[config.mk]
export PLATFORM = sky130hd
export DESIGN_NAME = fdtd_pipe_drain_buffer_flat
export DESIGN_NICKNAME = d
export VERILOG_FILES = /design/src/rtl/fdtd_pkg.sv /design/src/rtl/fdtd_pipe_drain_buffer_if.sv /design/src/rtl/fdtd_drain_mem.sv /design/src/rtl/fdtd_pipe_drain_buffer.sv /design/src/flat_wrapper.sv
export SDC_FILE = /design/constraint.sdc
export NUM_CORES = 1
export LEC_CHECK = 0
export ABC_AREA = 1
export CORE_MARGIN = 1
export CORE_UTILIZATION = 55
export DETAILED_ROUTE_END_ITERATION = 8
export GPL_TIMING_DRIVEN = 0
export PLACE_DENSITY = 0.72
export SYNTH_ARGS = -nofsm -noshare
export SYNTH_HDL_FRONTEND = slang
export SYNTH_SLANG_ARGS = --single-unit
[constraint.sdc]
create_clock -name CLK -period 10.1 [get_ports CLK]
set_input_delay 3.03 -clock CLK [delete_from_list [all_inputs] [get_ports CLK]]
set_output_delay 3.03 -clock CLK [all_outputs]
set_load 0.03 [all_outputs]
[src/rtl/fdtd_pkg.sv]
// fdtd_pkg: shared FDTD datapath types and constants.
//   FDTD_DATA_WIDTH : default data word width
//   fdtd_word_t     : one datapath word at the default width
//   ptr_width()     : width of a FIFO pointer (index plus one wrap bit)
package fdtd_pkg;

    localparam int unsigned FDTD_DATA_WIDTH = 32;

    typedef logic [FDTD_DATA_WIDTH-1:0] fdtd_word_t;

    function automatic int unsigned ptr_width(input int unsigned depth);
        return $clog2(depth) + 1;
    endfunction

endpackage

[src/rtl/fdtd_pipe_drain_buffer_if.sv]
// fdtd_pipe_drain_buffer_if: handshake bundle of the pipeline drain buffer.
//   issue_i/credit_o   upstream issue and credit
//   valid_i/data_i     pipeline tail word
//   valid_o/data_o     buffer head (first-word fall-through), ready_i accepts it
//   count_o            stored entries
//   err_o              sticky protocol error
// Modports: slave = the buffer, master = the surrounding pipeline/consumer.
interface fdtd_pipe_drain_buffer_if #(
    parameter int unsigned FDTD_DATA_WIDTH = fdtd_pkg::FDTD_DATA_WIDTH,
    parameter int unsigned DEPTH           = 8
);
    logic                         issue_i;
    logic                         credit_o;
    logic                         valid_i;
    logic [FDTD_DATA_WIDTH-1:0]   data_i;
    logic                         valid_o;
    logic [FDTD_DATA_WIDTH-1:0]   data_o;
    logic                         ready_i;
    logic [$clog2(DEPTH+1)-1:0]   count_o;
    logic                         err_o;

    modport slave (
        input  issue_i, valid_i, data_i, ready_i,
        output credit_o, valid_o, data_o, count_o, err_o
    );

    modport master (
        output issue_i, valid_i, data_i, ready_i,
        input  credit_o, valid_o, data_o, count_o, err_o
    );
endinterface

[src/rtl/fdtd_drain_mem.sv]
// fdtd_drain_mem: DEPTH x WIDTH register array for the drain buffer.
//   CLK         clock
//   we/waddr/wdata  single synchronous write port
//   raddr/rdata     asynchronous read port
// Contents are not reset; the owning FIFO tracks validity with its pointers.
module fdtd_drain_mem #(
    parameter int unsigned WIDTH = fdtd_pkg::FDTD_DATA_WIDTH,
    parameter int unsigned DEPTH = 8
) (
    input  logic                     CLK,
    input  logic                     we,
    input  logic [$clog2(DEPTH)-1:0] waddr,
    input  logic [WIDTH-1:0]         wdata,
    input  logic [$clog2(DEPTH)-1:0] raddr,
    output logic [WIDTH-1:0]         rdata
);
    logic [WIDTH-1:0] mem [DEPTH];

    always_ff @(posedge CLK) begin
        if (we) begin
            mem[waddr] <= wdata;
        end
    end

    assign rdata = mem[raddr];
endmodule

[src/rtl/fdtd_pipe_drain_buffer.sv]
// fdtd_pipe_drain_buffer: receive end of the FDTD fixed-latency datapath.
// Buffers the pipeline tail so that a stalled downstream never loses words,
// and grants upstream issue credit covering stored plus in-flight words.
//   CLK, RST_N  clock, asynchronous active-low reset
//   bus         fdtd_pipe_drain_buffer_if.slave (issue/credit, tail in, head out,
//               count, sticky error)
// Optional: define FDTD_DRAIN_CHECK_EN to build the sticky protocol checker on
// err_o; otherwise err_o is tied low and the datapath is unchanged.
module fdtd_pipe_drain_buffer #(
    parameter int unsigned FDTD_DATA_WIDTH = fdtd_pkg::FDTD_DATA_WIDTH,
    parameter int unsigned PIPE_LATENCY    = 2,
    parameter int unsigned DEPTH           = 8
) (
    input  logic                      CLK,
    input  logic                      RST_N,
    fdtd_pipe_drain_buffer_if.slave   bus
);
    import fdtd_pkg::*;

    localparam int unsigned IDX_W = $clog2(DEPTH);
    localparam int unsigned PTR_W = ptr_width(DEPTH);
    localparam int unsigned CNT_W = $clog2(DEPTH+1);
    localparam int unsigned INF_W = $clog2(PIPE_LATENCY+2);

    logic [PTR_W-1:0]           wr_ptr, rd_ptr;
    logic [INF_W-1:0]           inflight, inflight_nxt;
    logic [FDTD_DATA_WIDTH-1:0] rd_data;
    logic                       empty, full, push, pop;

    assign empty = (wr_ptr == rd_ptr);
    assign full  = (wr_ptr[IDX_W-1:0] == rd_ptr[IDX_W-1:0]) &&
                   (wr_ptr[IDX_W] != rd_ptr[IDX_W]);

    assign pop  = bus.valid_o & bus.ready_i;
    // A pop frees the head slot this cycle, so a full buffer may still accept.
    assign push = bus.valid_i & (~full | pop);

    // DEPTH is a power of two, so the natural binary increment wraps the
    // index and toggles the wrap bit together.
    always_ff @(posedge CLK or negedge RST_N) begin
        if (!RST_N) begin
            wr_ptr   <= '0;
            rd_ptr   <= '0;
            inflight <= '0;
        end else begin
            if (push) wr_ptr <= wr_ptr + 1'b1;
            if (pop)  rd_ptr <= rd_ptr + 1'b1;
            inflight <= inflight_nxt;
        end
    end

    // Saturating in-flight tracker: never wraps at either end.
    always_comb begin
        inflight_nxt = inflight;
        if (bus.issue_i && !bus.valid_i) begin
            if (inflight != '1) inflight_nxt = inflight + 1'b1;
        end else if (bus.valid_i && !bus.issue_i) begin
            if (inflight != '0) inflight_nxt = inflight - 1'b1;
        end
    end

    fdtd_drain_mem #(
        .WIDTH (FDTD_DATA_WIDTH),
        .DEPTH (DEPTH)
    ) u_mem (
        .CLK   (CLK),
        .we    (push),
        .waddr (wr_ptr[IDX_W-1:0]),
        .wdata (bus.data_i),
        .raddr (rd_ptr[IDX_W-1:0]),
        .rdata (rd_data)
    );

    assign bus.valid_o  = ~empty;
    assign bus.data_o   = empty ? '0 : rd_data;
    assign bus.count_o  = CNT_W'(wr_ptr - rd_ptr);
    assign bus.credit_o = (32'(bus.count_o) + 32'(inflight)) < DEPTH;

`ifdef FDTD_DRAIN_CHECK_EN
    logic err_q, err_set;

    assign err_set = (bus.issue_i & ~bus.credit_o) |
                     (bus.valid_i & full & ~pop)    |
                     (bus.valid_i & (inflight == '0));

    always_ff @(posedge CLK or negedge RST_N) begin
        if (!RST_N) err_q <= 1'b0;
        else        err_q <= err_q | err_set;
    end

    assign bus.err_o = err_q;
`else
    assign bus.err_o = 1'b0;
`endif
endmodule

[src/flat_wrapper.sv]
// flat-port wrapper written by rule: the top's interface ports become plain ports
module fdtd_pipe_drain_buffer_flat import fdtd_pkg::*;
#(
    parameter int unsigned FDTD_DATA_WIDTH = fdtd_pkg::FDTD_DATA_WIDTH,
    parameter int unsigned PIPE_LATENCY    = 2,
    parameter int unsigned DEPTH           = 8
)
  (CLK, RST_N, bus_issue_i, bus_valid_i, bus_data_i, bus_ready_i, bus_credit_o, bus_valid_o, bus_data_o, bus_count_o, bus_err_o);
  fdtd_pipe_drain_buffer_if #(.FDTD_DATA_WIDTH(FDTD_DATA_WIDTH), .DEPTH(DEPTH)) bus_i ();
  input  logic CLK;
  input  logic RST_N;
  input wire logic [$bits(bus_i.issue_i)-1:0] bus_issue_i;
  input wire logic [$bits(bus_i.valid_i)-1:0] bus_valid_i;
  input wire logic [$bits(bus_i.data_i)-1:0] bus_data_i;
  input wire logic [$bits(bus_i.ready_i)-1:0] bus_ready_i;
  output wire logic [$bits(bus_i.credit_o)-1:0] bus_credit_o;
  output wire logic [$bits(bus_i.valid_o)-1:0] bus_valid_o;
  output wire logic [$bits(bus_i.data_o)-1:0] bus_data_o;
  output wire logic [$bits(bus_i.count_o)-1:0] bus_count_o;
  output wire logic [$bits(bus_i.err_o)-1:0] bus_err_o;
  assign bus_i.issue_i = bus_issue_i;
  assign bus_i.valid_i = bus_valid_i;
  assign bus_i.data_i = bus_data_i;
  assign bus_i.ready_i = bus_ready_i;
  assign bus_credit_o = bus_i.credit_o;
  assign bus_valid_o = bus_i.valid_o;
  assign bus_data_o = bus_i.data_o;
  assign bus_count_o = bus_i.count_o;
  assign bus_err_o = bus_i.err_o;
  fdtd_pipe_drain_buffer #(.FDTD_DATA_WIDTH(FDTD_DATA_WIDTH), .PIPE_LATENCY(PIPE_LATENCY), .DEPTH(DEPTH)) u_core (.CLK(CLK), .RST_N(RST_N), .bus(bus_i));
endmodule
==> results.toml <==
[clocking]
cts_inserted_buffers = 27
clk_latency_ns = 0.52
post_cts_buffers = 0
cts_sinks = 266
clk_root_buffer_cell = "clkbuf_16"
cts_tree = "done"
cts-resized-gates = 0
hold_buffers = 0
clk_pin_slew_ns = 0.06
clk_path_buf_depth = 3
cts_htree_levels = 1

[floorplanning]
die_w_um = 150
start_util_pct = 56.5
row_count = 53
fp.dieH_um = 150
fp.dieArea_sq_um = 22400
pin_count = 76
core_region_area_sq_um = 21200

[critical_path]
cp_max_fo = 10
critPathMaxStageDelay_ns = 0.71
endpoint_kind = "primary output"
start_kind = "register"
cp_data_required_time_ns = 7.07
cp.arrival_ns = 3.73
crit_chain = "clkbuf_1, buf_2, buf_2, inv_1, ha_1, nand3_1, nor2_1, inv_2, buf_2, nand2_1, nor2_1, clkdlybuf4s50_1"
path_class = "register to primary output"
critPathSlowestCell = "clkdlybuf4s50_1"
cp_common_cell = "buf_2"
r2r_cells = 10

[placement]
port_buffers = 73
placed_cell_area_sq_um = 13300
dp_hpwl_um = 17300
gp_congestion = 0.783

[drt]
via_per_inst = 5.05
drc = 0
wl_per_cell_um = 16.3
dr.pass1.iters = 5
vias = 8203
drtAntennaViolNets = 0
drtIter0Drc = 663
drt-total-wl_um = 26400

[synth]
synth_warnings = 0
synth_area_leaders = "edfxtp_1, nand2_1, inv_1"
yosys.area.top_type = "edfxtp_1"
synthFlopType = "edfxtp_1"
ys_seq_elements = 266
yosysMostFrequentCell = "nand2_1"
syn_inst = 1225
yosys.cell_types.count = 24
syn_area_sq_um = 12000
syn_avg_cell_area_sq_um = 9.79
async_reset_ff_share_pct = 3.76
syn-num-nets = 1269
yosys.area.top_type_share_pct = 64.1
synth_commonest_cells = "nand2_1, inv_1, edfxtp_1, nand3_1, nor2_1"
ys_seq_area_share_pct = 66.2
synth_edf_count = 256

[timing]
fin_crit_sh_pct = 66.9
rsz0062_at_grt = "false"
setup_tns_ns = 0
relSlewSlack_pct = 53.6
setup_violations = 0
hold_viol_final = 0
fin_crit_ns = 6.76
clock.fmax_mhz = 148
worst_pin_slew_ns = 0.696
skew_ns = 0.0101
slew_viol_final = 0

[flow_run]
cap_violations = 0

[power_and_ir_drop]
ir_worst_vdd_mv = 0.186
power.leakage_nw = 6.38
p_per_area_nw_per_um2 = 313

[global_routing]
grtUsageTotal_pct = 24.5
gr-total-overflow = 0
antenna_found_initial = 0
first_global_vias = 8139
grt_start_max_net_pins = 21
grt_pass1_wl_um = 41400

[final_layout]
area_delta_synth_final_pct = 17.5
drive_above_1_share_pct = 7.04
num_antenna_cells = 0
final_area_sq_um = 14100
layout.nets = 1379

[hold_path]
holdPathStages = 2
hold_class = "register to register"

[status]
status = "finished, final reports clean"
[cell usage in the layout (no fill, tap or decap), types with 3 or more instances in the layout]
master	n
buf_1	3
buf_16	8
buf_2	30
buf_4	8
buf_6	8
clkbuf_1	21
clkbuf_16	27
clkdlybuf4s50_1	73
clkinv_1	4
dfrtp_1	10
edfxtp_1	256
ha_1	6
inv_1	270
inv_2	3
nand2_1	357
nand3_1	171
nor2_1	70
nor2_4	8
o21ai_0	4
xor2_1	3
[state kept, by name, indices dropped and copies added, names as in the netlist]
signal	cells
u_core.u_mem.mem	256
u_core.inflight	2
u_core.rd_ptr	4
u_core.wr_ptr	4
[routing by layer]
metal / global-route usage [%] / part of all wire [%]
met4: 10.2 / 3.3
met3: 2.84 / 6.2
met5: 0 / 0
met1: 31.6 / 41
met2: 41.9 / 49
[logic make-up (layout without fill, tap and decap cells)]
kind of cell | Yosys count | in the layout | share of synthesized area, %
xor+xnor | 4 | 4 | 0.292
flops | 266 | 266 | 66.2
compound gates | 6 | 6 | 0.261
fa+ha+maj | 7 | 7 | 0.793
simple gates | 610 | 610 | 21.0
buf+inv | 331 | 456 | 11.4
other cells | 1 | 1 | 0.0313
[per-stage QoR]
step | power, mW | setup slack (ns) | hold slack (ns) | utilization [%] | std cells
CTS | 4.42 | 3.33 | 0.511 | 66.4 | 1625
detailed placement | 3.55 | 3.92 | 0.496 | 62.9 | 1581
floorplan | 2.74 | 4.69 | 0.464 | - | 1225
global route | 4.64 | 3.17 | 0.562 | 66.4 | 1625
global placement | 3.47 | 3.14 | 0.485 | 61.6 | 1573
finish | 4.41 | 3.34 | 0.510 | 66.4 | 1625
[critical path: cells and delay by family, from the launching register on]
kind | cells | cell delay, ns
adders and majority gates | 1 | 0.33
buffers and inverters | 7 | 2.06
and+or+nand+nor | 4 | 0.49
DFF | 1 | 0.33
[power breakdown]
group	leakage, nW	internal, mW	switching (mW)
combinational	3.57	0.739	1.39
sequential	2.45	1.37	0.0436
clock	0.353	0.488	0.382
total	6.38	2.59	1.81
[final timing paths]
check	slack, ns	startpoint	endpoint
worst max-delay path	3.34	u_core.rd_ptr[2]	bus_data_o[19]
worst min-delay path	0.51	u_core.rd_ptr[3]	u_core.rd_ptr[3]
worst max register to register	6.66	u_core.rd_ptr[2]	u_core.u_mem.mem[2][23]
worst min register to register	0.51	u_core.rd_ptr[3]	u_core.rd_ptr[3]
max in group asynchronous	6.89	RST_N	u_core.rd_ptr[1]
min in group asynchronous	2.86	RST_N	u_core.rd_ptr[0]
[final cells by class]
cell class / instances / area (sq um)
multi-input combinational: 628 / 2740
inverter: 273 / 1020
clock buffer: 39 / 721
buffer: 58 / 345
timing repair buffer: 81 / 951
clock inverter: 5 / 22.5
fill: 1600 / 7130
tap: 275 / 344
sequential: 266 / 7940
No activity file was read; power rests on OpenSTA's default activity.
